$ cat src/rtl/rf_writeback_ctrl.sv
// rf_writeback_ctrl
//
// Purpose:
//   Drives the register file's single write port from two producers. ALU
//   results always win the port. Load results are parked in a small FIFO
//   and drain into cycles the ALU leaves idle. When the FIFO is empty and
//   the ALU is idle, a load bypasses straight to the output stage. A
//   pending-write mask tells issue logic which registers have a write
//   queued or currently on the port.
//
// Optional feature (macro RF_WB_STARVE_GUARD_EN):
//   Defined   : a starve counter tracks consecutive ALU wins while loads
//               wait. After STARVE_LIMIT such wins, alu_ready drops for one
//               cycle so the FIFO head is written.
//   Undefined : alu_ready is tied to 1. Loads can starve under continuous
//               ALU traffic.
//
// Ports:
//   clk, rst           clock (rising edge), asynchronous active-high reset
//   alu_valid/ready    ALU result handshake; alu_tgt, alu_data carry the result
//   mem_valid/ready    load result handshake; mem_tgt, mem_data carry the result
//   TGT, RF_write_data registered write address and write data
//   write_en_reg       registered write enable (one cycle per write)
//   pending_mask       bit i set when a write to register i is queued or on the port
//   fifo_count         load FIFO occupancy
//   order_err          sticky flag: ALU write issued to a register with a pending write
//
// Handshake: a transfer happens on a rising edge where valid && ready.
// valid is ignored while ready is 0, and the producer must hold its data
// until the transfer happens. ready never depends on valid.

module rf_writeback_ctrl #(
    parameter int DATA_W       = 16,
    parameter int ADDR_W       = 3,
    parameter int FIFO_DEPTH   = 4,
    parameter int STARVE_LIMIT = 8
) (
    input  logic                        clk,
    input  logic                        rst,
    input  logic                        alu_valid,
    output logic                        alu_ready,
    input  logic [ADDR_W-1:0]           alu_tgt,
    input  logic [DATA_W-1:0]           alu_data,
    input  logic                        mem_valid,
    output logic                        mem_ready,
    input  logic [ADDR_W-1:0]           mem_tgt,
    input  logic [DATA_W-1:0]           mem_data,
    output logic [ADDR_W-1:0]           TGT,
    output logic [DATA_W-1:0]           RF_write_data,
    output logic                        write_en_reg,
    output logic [2**ADDR_W-1:0]        pending_mask,
    output logic [$clog2(FIFO_DEPTH):0] fifo_count,
    output logic                        order_err
);

    localparam int PTR_W = $clog2(FIFO_DEPTH);
    localparam int CNT_W = PTR_W + 1;

    if (FIFO_DEPTH < 2 || (FIFO_DEPTH & (FIFO_DEPTH - 1)) != 0 || STARVE_LIMIT < 1) begin : g_param_check
        $error("rf_writeback_ctrl: FIFO_DEPTH must be a power of 2 >= 2, STARVE_LIMIT >= 1");
    end

    logic [ADDR_W-1:0] fifo_tgt  [FIFO_DEPTH];
    logic [DATA_W-1:0] fifo_data [FIFO_DEPTH];
    logic [PTR_W-1:0]  rd_ptr;
    logic [PTR_W-1:0]  wr_ptr;

    logic fifo_full;
    logic fifo_empty;
    logic alu_acc;
    logic mem_acc;
    logic pop;
    logic bypass;
    logic push;

    assign fifo_full  = (fifo_count == CNT_W'(FIFO_DEPTH));
    assign fifo_empty = (fifo_count == '0);
    assign mem_ready  = !fifo_full;

    assign alu_acc = alu_valid && alu_ready;
    assign mem_acc = mem_valid && mem_ready;
    // Port priority: ALU, then queued loads, then a bypassing load.
    assign pop     = !alu_acc && !fifo_empty;
    assign bypass  = !alu_acc && fifo_empty && mem_acc;
    assign push    = mem_acc && !bypass;

    // Starve guard / ALU ready
`ifdef RF_WB_STARVE_GUARD_EN
    localparam int SC_W = $clog2(STARVE_LIMIT + 1);

    logic [SC_W-1:0] starve_cnt;
    logic            alu_ready_q;
    logic            starve_inc;
    logic            starve_fire;

    // An ALU win while loads wait is one starved cycle for the FIFO head.
    assign starve_inc  = alu_acc && !fifo_empty;
    assign starve_fire = starve_inc && (starve_cnt == SC_W'(STARVE_LIMIT - 1));

    always_ff @(posedge clk or posedge rst) begin
        if (rst) begin
            starve_cnt  <= '0;
            alu_ready_q <= 1'b1;
        end else begin
            // Dropping ready for one cycle guarantees the FIFO head wins next.
            alu_ready_q <= !starve_fire;
            if (pop || starve_fire) begin
                starve_cnt <= '0;
            end else if (starve_inc) begin
                starve_cnt <= starve_cnt + SC_W'(1);
            end
        end
    end

    assign alu_ready = alu_ready_q;
`else
    assign alu_ready = 1'b1;
`endif

    // Load FIFO storage. Only slots between rd_ptr and rd_ptr+count are ever
    // read, so the storage itself needs no reset.
    always_ff @(posedge clk) begin
        if (push) begin
            fifo_tgt[wr_ptr]  <= mem_tgt;
            fifo_data[wr_ptr] <= mem_data;
        end
    end

    always_ff @(posedge clk or posedge rst) begin
        if (rst) begin
            rd_ptr     <= '0;
            wr_ptr     <= '0;
            fifo_count <= '0;
        end else begin
            if (push) wr_ptr <= wr_ptr + PTR_W'(1);
            if (pop)  rd_ptr <= rd_ptr + PTR_W'(1);
            case ({push, pop})
                2'b10:   fifo_count <= fifo_count + CNT_W'(1);
                2'b01:   fifo_count <= fifo_count - CNT_W'(1);
                default: fifo_count <= fifo_count;
            endcase
        end
    end

    // Pending-write mask. Slot rd_ptr+i is live when i < count. Pointer
    // arithmetic wraps for free because the depth is a power of 2.
    always_comb begin
        pending_mask = '0;
        for (int i = 0; i < FIFO_DEPTH; i++) begin
            if (CNT_W'(i) < fifo_count) begin
                pending_mask[fifo_tgt[rd_ptr + PTR_W'(i)]] = 1'b1;
            end
        end
        if (write_en_reg) begin
            pending_mask[TGT] = 1'b1;
        end
    end

    // Output stage and sticky ordering flag
    always_ff @(posedge clk or posedge rst) begin
        if (rst) begin
            write_en_reg  <= 1'b0;
            TGT           <= '0;
            RF_write_data <= '0;
            order_err     <= 1'b0;
        end else begin
            write_en_reg <= alu_acc || pop || bypass;
            if (alu_acc) begin
                TGT           <= alu_tgt;
                RF_write_data <= alu_data;
            end else if (pop) begin
                TGT           <= fifo_tgt[rd_ptr];
                RF_write_data <= fifo_data[rd_ptr];
            end else if (bypass) begin
                TGT           <= mem_tgt;
                RF_write_data <= mem_data;
            end
            // The write still proceeds; the flag only reports the hazard.
            if (alu_acc && pending_mask[alu_tgt]) begin
                order_err <= 1'b1;
            end
        end
    end

endmodule

$ cat config.mk
export PLATFORM = sky130hd
export DESIGN_NAME = rf_writeback_ctrl
export DESIGN_NICKNAME = d
export VERILOG_FILES = /design/src/rtl/rf_writeback_ctrl.sv
export SDC_FILE = /design/constraint.sdc
export NUM_CORES = 1
export LEC_CHECK = 0
export ABC_AREA = 1
export CORE_MARGIN = 2
export CORE_UTILIZATION = 61
export CTS_BUF_LIST = sky130_fd_sc_hd__clkbuf_8
export DETAILED_ROUTE_END_ITERATION = 8
export GPL_TIMING_DRIVEN = 0
export PLACE_DENSITY = 0.94
export REMOVE_ABC_BUFFERS = 1
export SKIP_CTS_REPAIR_TIMING = 1
export SLEW_MARGIN = 25
export SYNTH_ARGS = -nofsm -noshare
export SYNTH_HDL_FRONTEND = slang
export SYNTH_SLANG_ARGS = --single-unit
$ cat constraint.sdc
create_clock -name clk -period 6.82 [get_ports clk]
set_input_delay 1.023 -clock clk [delete_from_list [all_inputs] [get_ports clk]]
set_output_delay 1.023 -clock clk [all_outputs]
set_load 0.1 [all_outputs]
==> flow_metrics.tcl <==
set metrics [dict create \
    antenna_left 0 \
    wl_per_cell_um 19.3 \
    cts_tree "done" \
    routed_wl_mm 14.2 \
    grt_pass1_vias 4398 \
    relSlewSlack_pct 29.4 \
    fin_area_sq_mm 0.00616 \
    cts_buffers 9 \
    hold_violations 0 \
    gp_congestion 0.959 \
    antenna_cells 0 \
    yosys.cell_types.count 29 \
    top_register "fifo_data" \
    tightest_slew_ps 1060 \
    via_count 4580 \
    setup_viol_count_final 0 \
    syn_inst 555 \
    holdWs_ps 493 \
    required_ps 5800 \
    clock_sinks 104 \
    critPathKind "flop to primary output" \
    cap_violations 0 \
    yosysWarnings 0 \
    layout-area-overhead-vs-synth_pct 20.2 \
    outcome "complete, no violations" \
    root_buffer "clkbuf_8" \
    routed_via_density 6.24 \
    hold_class "flop to flop" \
    cp_slowest_cell "clkdlybuf4s50_1" \
    synth-edff-count 76 \
    grt_overflow 0 \
    first_pass_iters 5 \
    stdcell_count 734 \
    tns_ps 0 \
    synth_seq_cells 104 \
    die_y_um 95.6 \
    slew_violations 0 \
    finClkSkew_ps 15.6 \
    io_pins 76 \
    dieArea_sq_mm 0.00915 \
    io_buffers 74 \
    drc 0 \
    cts_htree_levels 3 \
    clkLatencyLatePin_ps 380 \
    path_max_fanout 24 \
    path_buf_inv 2 \
    crit_family "buffers and inverters" \
    dp_hpwl_mm 9.59 \
    crit_top_cell "nand2_1" \
    nets 675 \
    grt_antenna_before_repair 0 \
    critPathMaxStageDelay_ps 1120 \
    synth_area_per_cell_sq_um 9.23 \
    layout-drive-gt1-share_pct 5.56 \
    synth_ff_type "edfxtp_1" \
    drtIter0Drc 445 \
    detailed_place.area_sq_mm 0.00596 \
    grt_max_degree 29 \
    reg_top3 "fifo_data: 64 flops, RF_write_data: 16 flops, fifo_tgt: 12 flops" \
    die_x_um 95.6 \
    period_share_pct 71.7 \
    ys_async_sr_fraction_pct 26.9 \
    num_rows 33 \
    start_util_pct 62.7 \
    fmax_mhz 204 \
    critical_path_arrival_ps 3870 \
    synth_area_sq_mm 0.00512 \
    critPathLaunchType "flop" \
    grt_pass1_wl_mm 21.8 \
    grtUsageTotal_pct 32.1 \
    cts.clk_slew.worst_paths_ps 100 \
    dpl.cell_count 718 \
    clk_path_buf_depth 2 \
    path_cells "inv_2 > nand2_1 > nand2_1 > nand2_1 > nand2_1 > nor2_2 > nand2_1 > nor2_1 > nor2_1 > nand2_1 > clkdlybuf4s50_1" \
    largest_reg_flops 64 \
    period_needed_ps 4890 \
    fp.coreArea_sq_mm 0.00818 \
    critPathCaptureType "primary output" \
    rsz0062_at_grt "false" \
    seq_area_frac_synth_pct 58.2 \
]
-- cell families after synthesis --
kind of cell	synth area share, %
AOI/OAI and AO/OA	10.5
buffers and inverters	4.86
adders and majority gates	2.20
DFF	58.2
xor gates and xnor gates	0.855
other	0.0732
and+or+nand+nor	23.3
-- layout make-up --
class                   instances  area, sq um
clock buffers                  11          151
clock inverters                 5         46.3
fillers                       551         2020
inverters                      45          169
multi-input cells             388         1910
flip-flops and latches        104         2980
well taps                     105          131
repair buffers                 76          767
-- path summary, 6_finish.rpt --
path	startpoint	end	slack, ps	cells after the start
worst max-delay path	rd_ptr[0]$_DFFE_PP0P_	pending_mask[6]	1930	11
worst min-delay path	order_err$_DFFE_PP0P_	order_err$_DFFE_PP0P_	490	2
worst max register to register	fifo_count[1]$_DFFE_PP0P_	TGT[2]$_DFFE_PP0P_	3410	10
worst min register to register	order_err$_DFFE_PP0P_	order_err$_DFFE_PP0P_	490	2
max in group asynchronous	rst	TGT[0]$_DFFE_PP0P_	5320	2
min in group asynchronous	rst	RF_write_data[0]$_DFFE_PP0P_	1070	2
-- layout by cell type, fill, tap and decap left out, drive strengths merged, types with 2 or more instances in the layout --
master           n
a31oi            4
a21oi           16
ha               9
a22oi           29
edfxtp          76
nand3           50
buf              2
nand4            2
dfrtp           28
o21ai           13
xor2             3
clkbuf          11
xnor2            2
inv             48
clkinv           2
nor3             4
a221oi          12
clkdlybuf4s50   74
nand2          168
nor2            72
-- synth_stat cells (2+ instances only) --
library cell	n	area share (%)
xor2_1	3	0.51
dfrtp_1	28	14
o21ai_0	11	1.1
inv_1	40	2.9
a31oi_1	4	0.49
xnor2_1	2	0.34
nor2_2	3	0.37
a21oi_1	15	1.5
clkbuf_1	10	0.73
edfxtp_1	76	45
a221oi_1	12	2.1
nor2_1	69	5.1
nand3_1	50	4.9
inv_2	5	0.37
ha_1	9	2.2
nand2_1	167	12
a22oi_1	29	4.3
nand4_1	2	0.24
buf_2	7	0.68
nor3_1	4	0.39
-- per-stage QoR --
stage	worst slack [ps]	util [%]
6_report	1930	75.3
5_1_grt	1760	75.3
2_1_floorplan	3020	-
3_5_place_dp	2180	72.9
3_3_place_gp	2010	72.3
4_1_cts	2040	75.3
-- worst min-delay path, cell delays in order (launching register included) --
cell and delay [ps]:
dfrtp_1 350, inv_1 40, nand3_1 70
-- metal layers --
metal	global-route usage, %	share of wire (%)	wire length [um]
met1	38.4	36	5100
met2	57.1	52	7310
met3	5.93	8.5	1210
met4	13.1	3.8	539
met5	0	0	0
Power is left out: the tool's default activity adds up to more than one toggle a clock period on the data nets, which glitch-free logic cannot reach.
